==> config.mk <==
export PLATFORM = sky130hd
export DESIGN_NAME = instr_rom_responder_flat
export DESIGN_NICKNAME = d
export VERILOG_FILES = /design/src/rtl/cpu_mem_pkg.sv /design/src/rtl/instr_rom_responder_if.sv /design/src/rtl/rom_byte_assembler.sv /design/src/rtl/instr_rom_responder.sv /design/src/flat_wrapper.sv
export SDC_FILE = /design/constraint.sdc
export NUM_CORES = 1
export LEC_CHECK = 0
export ABC_AREA = 1
export CORE_MARGIN = 5
export CORE_UTILIZATION = 51
export DETAILED_ROUTE_END_ITERATION = 8
export GPL_ROUTABILITY_DRIVEN = 0
export HOLD_SLACK_MARGIN = 0.12
export MAX_ROUTING_LAYER = met4
export PLACE_DENSITY_LB_ADDON = 0.15
export SETUP_SLACK_MARGIN = 0.05
export SLEW_MARGIN = 20
export SYNTH_ARGS = -nofsm -noshare
export SYNTH_HDL_FRONTEND = slang
export SYNTH_SLANG_ARGS = --single-unit
==> constraint.sdc <==
create_clock -name clk -period 2.95 [get_ports clk]
set_input_delay 0.4425 -clock clk [delete_from_list [all_inputs] [get_ports clk]]
set_output_delay 0.4425 -clock clk [all_outputs]
set_load 0.02 [all_outputs]
==> src/rtl/cpu_mem_pkg.sv <==
// rtl/cpu_mem_pkg.sv - shared constants, loader state type and parity helper
// Purpose: common definitions for the instruction ROM responder slice.
// Optional feature macro: INSTR_ROM_PARITY_EN (uses even_parity below).
package cpu_mem_pkg;

  localparam int ADDR_W         = 5;
  localparam int DATA_W         = 32;
  localparam int DEPTH          = 1 << ADDR_W;
  localparam int BYTES_PER_WORD = 4;

  localparam logic [DATA_W-1:0] NOP_WORD = 32'h0000_0000;

  typedef enum logic [0:0] {
    IDLE = 1'b0,
    LOAD = 1'b1
  } load_state_e;

  // Parity bit that makes the total number of ones (word + bit) even.
  function automatic logic even_parity(input logic [DATA_W-1:0] w);
    return ^w;
  endfunction

endpackage

==> src/rtl/instr_rom_responder_if.sv <==
// rtl/instr_rom_responder_if.sv - fetch and byte-loader bus of the instruction ROM
// Purpose: groups the fetch request/response and loader signals.
//   master: fetch path + boot loader (drives rom_address, rd_en, load_start,
//           load_byte, load_byte_valid)
//   slave : instr_rom_responder (drives instruction, instr_valid, load_ready,
//           load_busy, load_done and, with INSTR_ROM_PARITY_EN, parity_err)
interface instr_rom_responder_if;
  import cpu_mem_pkg::*;

  logic [ADDR_W-1:0] rom_address;
  logic              rd_en;
  logic [DATA_W-1:0] instruction;
  logic              instr_valid;
  logic              load_start;
  logic [7:0]        load_byte;
  logic              load_byte_valid;
  logic              load_ready;
  logic              load_busy;
  logic              load_done;
`ifdef INSTR_ROM_PARITY_EN
  logic              parity_err;
`endif

  modport master (
    output rom_address, rd_en, load_start, load_byte, load_byte_valid,
`ifdef INSTR_ROM_PARITY_EN
    input  parity_err,
`endif
    input  instruction, instr_valid, load_ready, load_busy, load_done
  );

  modport slave (
    input  rom_address, rd_en, load_start, load_byte, load_byte_valid,
`ifdef INSTR_ROM_PARITY_EN
    output parity_err,
`endif
    output instruction, instr_valid, load_ready, load_busy, load_done
  );

endinterface

==> src/rtl/rom_byte_assembler.sv <==
// rtl/rom_byte_assembler.sv - little-endian byte-to-word assembler for the ROM loader
// Purpose: counts accepted bytes, holds bytes 0..2 and presents the full word
//          together with a one-cycle strobe when byte 3 is accepted.
// Ports: clk, reset (async, active-high), clear (restart at byte 0),
//        accept (byte transfer this cycle), byte_in, word, word_done.
module rom_byte_assembler
  import cpu_mem_pkg::*;
(
  input  logic              clk,
  input  logic              reset,
  input  logic              clear,
  input  logic              accept,
  input  logic [7:0]        byte_in,
  output logic [DATA_W-1:0] word,
  output logic              word_done
);

  logic [1:0]  bcnt;
  logic [23:0] hold;

  // Byte 3 is taken straight from the input so the word is ready in the
  // same cycle it completes.
  assign word      = {byte_in, hold};
  assign word_done = accept && (bcnt == 2'd3);

  always_ff @(posedge clk or posedge reset) begin
    if (reset) begin
      bcnt <= 2'd0;
      hold <= 24'd0;
    end else if (clear) begin
      bcnt <= 2'd0;
    end else if (accept) begin
      bcnt <= bcnt + 2'd1;
      case (bcnt)
        2'd0:    hold[7:0]   <= byte_in;
        2'd1:    hold[15:8]  <= byte_in;
        2'd2:    hold[23:16] <= byte_in;
        default: ;
      endcase
    end
  end

endmodule

==> src/rtl/instr_rom_responder.sv <==
// rtl/instr_rom_responder.sv - boot-loadable instruction memory with 1-cycle fetch
// Purpose: 2**ADDR_W x DATA_W instruction memory. Fetches in IDLE return
//          mem[rom_address] one cycle later; a byte-serial load fills the whole
//          image from word 0 and blocks fetches (NOP, invalid) while active.
// Ports: clk, reset (async, active-high), bus (instr_rom_responder_if.slave).
// Optional macro INSTR_ROM_PARITY_EN: per-word even parity and parity_err.
module instr_rom_responder
  import cpu_mem_pkg::*;
(
  input  logic                  clk,
  input  logic                  reset,
  instr_rom_responder_if.slave  bus
);

  load_state_e       state;
  logic [ADDR_W-1:0] ptr;
  logic              done_q;
  logic [DATA_W-1:0] instr_q;
  logic              valid_q;
  logic [DATA_W-1:0] asm_word;
  logic              word_done;
  logic              accept;
  logic              start;

  logic [DATA_W-1:0] mem [DEPTH];

  assign accept = (state == LOAD) && bus.load_byte_valid;
  assign start  = (state == IDLE) && bus.load_start;

  rom_byte_assembler u_asm (
    .clk       (clk),
    .reset     (reset),
    .clear     (start),
    .accept    (accept),
    .byte_in   (bus.load_byte),
    .word      (asm_word),
    .word_done (word_done)
  );

  // Loader FSM. The last word is written on the same edge that returns to
  // IDLE, so the first IDLE fetch already sees it.
  always_ff @(posedge clk or posedge reset) begin
    if (reset) begin
      state  <= IDLE;
      ptr    <= '0;
      done_q <= 1'b0;
    end else begin
      case (state)
        IDLE: if (bus.load_start) begin
          state  <= LOAD;
          ptr    <= '0;
          done_q <= 1'b0;
        end
        LOAD: if (word_done) begin
          ptr <= ptr + 1'b1;
          if (&ptr) begin
            state  <= IDLE;
            done_q <= 1'b1;
          end
        end
        default: state <= IDLE;
      endcase
    end
  end

  // Memory contents survive reset.
  always_ff @(posedge clk) begin
    if (word_done) mem[ptr] <= asm_word;
  end

  always_ff @(posedge clk or posedge reset) begin
    if (reset) begin
      instr_q <= NOP_WORD;
      valid_q <= 1'b0;
    end else if (state == LOAD) begin
      instr_q <= NOP_WORD;
      valid_q <= 1'b0;
    end else if (bus.rd_en) begin
      instr_q <= mem[bus.rom_address];
      valid_q <= 1'b1;
    end else begin
      valid_q <= 1'b0;
    end
  end

`ifdef INSTR_ROM_PARITY_EN
  logic mem_par [DEPTH];
  logic perr_q;

  always_ff @(posedge clk) begin
    if (word_done) mem_par[ptr] <= even_parity(asm_word);
  end

  // Error only accompanies a valid fetch.
  always_ff @(posedge clk or posedge reset) begin
    if (reset)
      perr_q <= 1'b0;
    else if ((state == IDLE) && bus.rd_en)
      perr_q <= even_parity(mem[bus.rom_address]) ^ mem_par[bus.rom_address];
    else
      perr_q <= 1'b0;
  end

  assign bus.parity_err = perr_q;
`endif

  assign bus.instruction = instr_q;
  assign bus.instr_valid = valid_q;
  assign bus.load_ready  = (state == LOAD);
  assign bus.load_busy   = (state == LOAD);
  assign bus.load_done   = done_q;

endmodule

==> src/flat_wrapper.sv <==
// flat-port wrapper written by rule: the top's interface ports become plain ports
module instr_rom_responder_flat import cpu_mem_pkg::*;
  (clk, reset, bus_rom_address, bus_rd_en, bus_load_start, bus_load_byte, bus_load_byte_valid, bus_instruction, bus_instr_valid, bus_load_ready, bus_load_busy, bus_load_done);
  instr_rom_responder_if bus_i ();
  input  logic clk;
  input  logic reset;
  input wire logic [$bits(bus_i.rom_address)-1:0] bus_rom_address;
  input wire logic [$bits(bus_i.rd_en)-1:0] bus_rd_en;
  input wire logic [$bits(bus_i.load_start)-1:0] bus_load_start;
  input wire logic [$bits(bus_i.load_byte)-1:0] bus_load_byte;
  input wire logic [$bits(bus_i.load_byte_valid)-1:0] bus_load_byte_valid;
  output wire logic [$bits(bus_i.instruction)-1:0] bus_instruction;
  output wire logic [$bits(bus_i.instr_valid)-1:0] bus_instr_valid;
  output wire logic [$bits(bus_i.load_ready)-1:0] bus_load_ready;
  output wire logic [$bits(bus_i.load_busy)-1:0] bus_load_busy;
  output wire logic [$bits(bus_i.load_done)-1:0] bus_load_done;
  assign bus_i.rom_address = bus_rom_address;
  assign bus_i.rd_en = bus_rd_en;
  assign bus_i.load_start = bus_load_start;
  assign bus_i.load_byte = bus_load_byte;
  assign bus_i.load_byte_valid = bus_load_byte_valid;
  assign bus_instruction = bus_i.instruction;
  assign bus_instr_valid = bus_i.instr_valid;
  assign bus_load_ready = bus_i.load_ready;
  assign bus_load_busy = bus_i.load_busy;
  assign bus_load_done = bus_i.load_done;
  instr_rom_responder u_core (.clk(clk), .reset(reset), .bus(bus_i));
endmodule
==> flow_summary.json, run 1 <==
{
  "cts.path.max_buffers": 3,
  "yosys.cell_types.count": 19,
  "r2r_end": "u_core.mem[25][6]",
  "cp_slowest_cell": "clkdlybuf4s50_1",
  "seq_area_mm2": 0.0324,
  "dp.cells": 4824,
  "ant_nets": 0,
  "rows": 107,
  "critPathMaxFanout": 8,
  "nFillCells": 6921,
  "start_util_pct": 51.5,
  "p_leak_nw": 18.5,
  "cts_tree": "done",
  "rr_worst_depth": 8,
  "rsz0062_at_grt": "false",
  "clock_latency_ps": 670,
  "timing.reg2reg.setup_slack_ps": 610,
  "ys_top_cells_by_area": "edfxtp_1 70%, nand2_1 12%, nand3_1 9.9%",
  "firstDrtPassIters": 5,
  "grt_pass1_wl_um": 176000,
  "maxUsedRoutingLayer": "met4",
  "viasPerCell": 5.67,
  "clock_sinks": 1090,
  "cts_buffers": 110,
  "worstPathArrival_ps": 1940,
  "grt_max_degree": 102,
  "die_y_um": 304,
  "ctsResizeCount": 0,
  "multi_input_area_mm2": 0.0103,
  "yosysWarningCount": 0,
  "cap_viol_max_count": 0,
  "cts-root-buf": "clkbuf_16",
  "slew_headroom_pct": 43.0,
  "tightest_slew_ps": 855,
  "tns_ps": 0,
  "min_period_ps": 2390,
  "antenna_found_initial": 0,
  "first_global_vias": 26845,
  "nNetsFinal": 3819,
  "cts-htree-levels": 3,
  "fin_area_mm2": 0.0502,
  "vias": 28494,
  "yosysTopAreaCell": "edfxtp_1",
  "route.met3.wl_um": 10200,
  "avgSynthCellArea_um2": 11.9,
  "crit_family": "buffers and inverters",
  "wl_met1_um": 52700,
  "holdCritPathClass": "in -> async",
  "n_antenna_cell": 0,
  "dpl_cell_area_mm2": 0.0466,
  "drv_slew": 0,
  "overflow": 0,
  "cp.buffers_inverters": 1,
  "yosysSeqAreaShare_pct": 73.6,
  "worstSetupPathType": "reg -> out",
  "drtIter0Drc": 3276,
  "hold_viol": 0,
  "ir_drop_v": 0.000556,
  "grt_usage_pct": 25.8,
  "synth-seq-cells": 1090,
  "start_kind": "flip-flop",
  "wire_per_inst_um": 23.4,
  "cts_setup_buffers": 0,
  "dp_hpwl_um": 72000,
  "synth_nets": 3714,
  "area_growth_pct": 14.0,
  "utilization_pct": 58.8,
  "status": "finished clean",
  "post-route-period-util_pct": 80.9,
  "power_density_mw_per_mm2": 737,
  "finalSetupViolations": 0,
  "cp_cell_sequence": "clkdlybuf4s50_1",
  "ios": 54,
  "synth_top_area_share_pct": 69.9,
  "hold_buffers": 0,
  "wl_met2_um": 52900,
  "rr_startpoint": "u_core.bus.load_busy",
  "routed_wl_um": 118000,
  "finClkSkew_ps": 27.6,
  "die_area_mm2": 0.0923,
  "drive_gt1_share_pct": 9.60,
  "route.detailed.drc": 0,
  "crit_path_end_kind": "output port",
  "core-area_mm2": 0.0854,
  "syn_area_mm2": 0.0440,
  "power_mw": 37.0,
  "synthCells": 3687,
  "fin_cells": 5029,
  "io_buffers": 53,
  "clk_pin_slew_worst_paths_ps": 60,
  "timing.fmax_mhz": 419,
  "critical_path_depth": 1,
  "cp.required_ps": 2510,
  "cpPeakStageDelay_ps": 690,
  "die_x_um": 304
}
cells in the final DEF, fill, tap and decap left out, types with 3 or more instances in the layout:
| master | n |
|---|---|
| clkdlybuf4s50_1 | 48 |
| dfrtp_1 | 64 |
| nand3_1 | 872 |
| clkinv_1 | 21 |
| clkbuf_1 | 28 |
| ha_1 | 9 |
| clkinvlp_4 | 3 |
| nand2_1 | 1391 |
| o21ai_0 | 30 |
| edfxtp_1 | 1024 |
| bufinv_16 | 10 |
| buf_4 | 125 |
| clkinv_2 | 25 |
| clkbuf_16 | 117 |
| nor2_4 | 34 |
| inv_16 | 3 |
| buf_12 | 45 |
| a21oi_1 | 3 |
| inv_1 | 19 |
report_power, final:
group          internal, mW  total (mW)  switching, mW
clock                  8.10        13.9           5.77
sequential             18.7        19.2          0.474
combinational         0.821        3.96           3.14
metrics by stage:
stage | worst slack [ps] | hold slack [ps]
after CTS | 525 | 180
final | 564 | 188
after detailed placement | 357 | 465
after global routing | 469 | 221
after global placement | 361 | 463
after floorplan | 23.6 | 541
synthesized netlist by cell type:
| library cell | instances |
|---|---|
| a21oi_1 | 3 |
| buf_1 | 7 |
| buf_2 | 104 |
| buf_4 | 39 |
| buf_6 | 47 |
| buf_8 | 1 |
| clkbuf_1 | 31 |
| clkinv_1 | 1 |
| dfrtp_1 | 66 |
| edfxtp_1 | 1024 |
| ha_1 | 9 |
| inv_1 | 22 |
| inv_2 | 2 |
| inv_8 | 1 |
| nand2_1 | 1391 |
| nand3_1 | 872 |
| nand4_1 | 1 |
| nor2_1 | 36 |
| o21ai_0 | 30 |
worst reg2reg max path, cell delays in order, from the launching register on:
cell,delay (ps)
dfrtp_1,590
nand2_1,130
inv_1,170
nand2_1,120
clkinv_1,160
nand2_1,90
buf_4,220
nor2_4,130
buf_4,350
final cells by class:
| class | instances | share of cell area (%) |
|---|---|---|
| sequential | 1090 | 64.6 |
| multi-input combinational | 2342 | 20.4 |
| inverter | 26 | 0.257 |
| clock inverter | 60 | 1.14 |
| clock buffer | 145 | 6.04 |
| tap | 1144 | 2.85 |
| timing repair buffer | 222 | 4.71 |
kinds of logic after synthesis:
group | share of synthesized area, %
AO/OA/AOI/OAI | 0.375
adder cells (fa/ha/maj) | 0.256
AND/OR/NAND/NOR | 22.1
buffers and inverters | 3.65
flip-flops | 73.6
sequential cells by signal (all words and copies together), names as in the netlist:
name	cells
u_core.bus.instr_valid	1
u_core.bus.instruction	32
u_core.bus.load_busy	1
u_core.bus.load_done	1
u_core.mem	1024
u_core.ptr	5
u_core.u_asm.bcnt	2
u_core.u_asm.hold	24
how the worst max path moves through the flow:
stage / to / slack, ps / startpoint
floorplan: u_core.mem[0][0] / 20 / u_core.bus.load_busy
global placement: u_core.mem[14][14] / 360 / bus_load_byte_valid
detailed placement: u_core.mem[25][28] / 360 / bus_load_byte_valid
CTS: bus_load_ready / 530 / u_core.bus.load_busy
global route: u_core.mem[25][7] / 470 / u_core.bus.load_busy
finish: bus_load_ready / 560 / u_core.bus.load_busy
routing by layer:
layer	up-vias	global-route usage (%)
li1	13126	-
met5	-	-
met4	0	5.32
met3	133	3.74
met2	1229	38.0
met1	14006	39.1
No activity file was read; power rests on OpenSTA's default activity.
==> run 2: changes to the inputs <==
==> constraint.sdc (replaced) <==
create_clock -name clk -period 1.99 [get_ports clk]
set_input_delay 0.2985 -clock clk [delete_from_list [all_inputs] [get_ports clk]]
set_output_delay 0.2985 -clock clk [all_outputs]
set_load 0.02 [all_outputs]
==> run 2 against run 1 <==
Effect of this change: sequential share of layout area is 2.3 points lower; non-clock buffer count is 97 higher; highest routed layer unchanged; die area stayed put; largest power group unchanged; first-iteration DRC count is 5.1% lower; clock skew is 7.8 ps lower; largest cell class unchanged.
==> flow_summary.json, run 2 (same netlist as run 1, synthesis figures left out) <==
{
  "p_leak_nw": 19.5,
  "die_area_mm2": 0.0923,
  "power_density_mw_per_mm2": 1070,
  "die_y_um": 304,
  "crit_start": "u_core.bus.instruction[9]",
  "tightest_slew_ps": 664,
  "post-route-period-util_pct": 95.3,
  "area_growth_pct": 18.3,
  "antenna_found_initial": 1,
  "viasPerCell": 5.57,
  "p_int_mw": 41.3,
  "cpPeakStageDelay_ps": 530,
  "cts.path.max_buffers": 3,
  "grt_pass1_wl_um": 173000,
  "ant_nets": 0,
  "cts-htree-levels": 3,
  "drtIter0Drc": 3109,
  "grt_max_degree": 65,
  "hold_ws_ps": 245,
  "overflow": 0,
  "die_x_um": 304,
  "nFillCells": 6841,
  "cts-root-buf": "clkbuf_16",
  "finClkSkew_ps": 19.9,
  "rr_startpoint": "u_core.ptr[4]",
  "min_path_cells": 7,
  "crit_path_end_kind": "output port",
  "clock_sinks": 1090,
  "power_mw": 55.5,
  "timing.fmax_mhz": 527,
  "route.detailed.drc": 0,
  "busiest_layer": "met2",
  "holdCritPathClass": "in -> reg",
  "slew_headroom_pct": 55.7,
  "firstDrtPassIters": 7,
  "cts_tree": "done",
  "cp_cell_sequence": "dlygate4sd2_1",
  "grt_usage_pct": 25.3,
  "start_util_pct": 51.5,
  "worstPathArrival_ps": 1600,
  "final_common_cell": "nand2_1",
  "cp_slowest_cell": "dfrtp_1",
  "io_buffers": 53,
  "place_ws_ps": -112,
  "dp_hpwl_um": 74400,
  "wire_per_inst_um": 22.4,
  "cts_setup_buffers": 0,
  "ir_drop_v": 0.00128,
  "tns_ps": 0,
  "crit_family": "flip-flops",
  "nNetsFinal": 3917,
  "regMostFlops": "u_core.mem",
  "utilization_pct": 61.0,
  "critical_path_depth": 1,
  "use_met1_pct": 37.1,
  "cap_viol_max_count": 0,
  "clkPwrFrac_pct": 37.1,
  "drive_gt1_share_pct": 12.1,
  "ios": 54,
  "power.switching_mw": 14.2,
  "worst_slack_ps": 93.5,
  "rr_worst_depth": 5,
  "status": "finished clean",
  "final_cell_mix": "1387 x nand2_1, 1024 x edfxtp_1, 872 x nand3_1, 134 x buf_12, 132 x buf_4",
  "min_period_ps": 1900,
  "worstSetupPathType": "reg -> out",
  "p_seq_share_pct": 50.5,
  "cp.buffers_inverters": 1,
  "clk_pin_slew_worst_paths_ps": 60,
  "hold_viol": 0,
  "start_kind": "flip-flop",
  "comb_power_share_pct": 12.4,
  "cts_buffers": 111,
  "drv_slew": 0,
  "cp.required_ps": 1690,
  "hp-start": "bus_rom_address[2]",
  "largest_reg_flops": 1024,
  "vias": 28543,
  "rsz0062_at_grt": "false",
  "finalSetupViolations": 0,
  "critPathMaxFanout": 2,
  "clock_latency_ps": 680,
  "rows": 107,
  "routed_wl_um": 115000,
  "grt_use_met3_pct": 3.35,
  "switching_share_pct": 25.5,
  "grtUsageMet2_pct": 38.7,
  "first_global_vias": 27609,
  "core-area_mm2": 0.0854
}
## run 2: cell count changes in the layout (fill, tap and decap cells not counted), sizes merged
cell	change
buf	+96
clkbuf	+7
clkdlybuf4s15	+2
clkdlybuf4s50	-36
clkinv	-11
clkinvlp	+2
diode	+1
dlygate4sd2	+34
dlygate4sd3	+1
inv	+3
## run 2: per-stage QoR
stage          instance area (um^2)  instances
2_1_floorplan                 44300       3687
3_3_place_gp                  48500       4920
3_5_place_dp                  48500       4920
4_1_cts                       52100       5127
5_1_grt                       52100       5127
6_report                      52100       5128
## run 2: area by class of cell
class / instances / area, um^2 / area share (%)
Antenna cell: 1 / 2.50 / 0.00481
Clock buffer: 152 / 3050 / 5.86
Clock inverter: 54 / 563 / 1.08
Inverter: 26 / 136 / 0.262
Multi-Input combinational cell: 2342 / 10300 / 19.8
Sequential cell: 1090 / 32400 / 62.3
Tap cell: 1144 / 1430 / 2.75
Timing Repair Buffer: 319 / 4170 / 8.01
## run 2: worst paths after layout
path	slack (ps)	to
hold reg to reg	470	u_core.bus.instruction[18]
setup / recovery	90	bus_instruction[9]
hold / removal	250	u_core.bus.instruction[6]
min in group asynchronous	480	u_core.u_asm.hold[17]
setup reg to reg	240	u_core.mem[15][29]
max in group asynchronous	900	u_core.bus.instruction[7]
## run 2: power by group through the flow
stage	registers, mW	logic [mW]	clock network (mW)
6_report	28.0	6.88	20.6
4_1_cts	28.0	6.86	20.9
5_1_grt	28.1	7.40	21.9
3_5_place_dp	28.5	6.86	0
2_1_floorplan	29.4	2.18	0
3_3_place_gp	28.5	6.77	0
## run 2: metal layers
metal	routed length, um	part of all wire, %
met3	9020	7.9
met1	50300	44
met4	2300	2.0
met2	53100	46
met5	0	0
## run 2: what timing repair did
action / 4_1_cts / 5_1_grt
hold buffers: 1 / 0
cloned: 0 / 0
endpoints found under the hold margin: 10 / 0
gates resized for setup: 36 / 2
endpoints found under the setup margin: 36 / 2
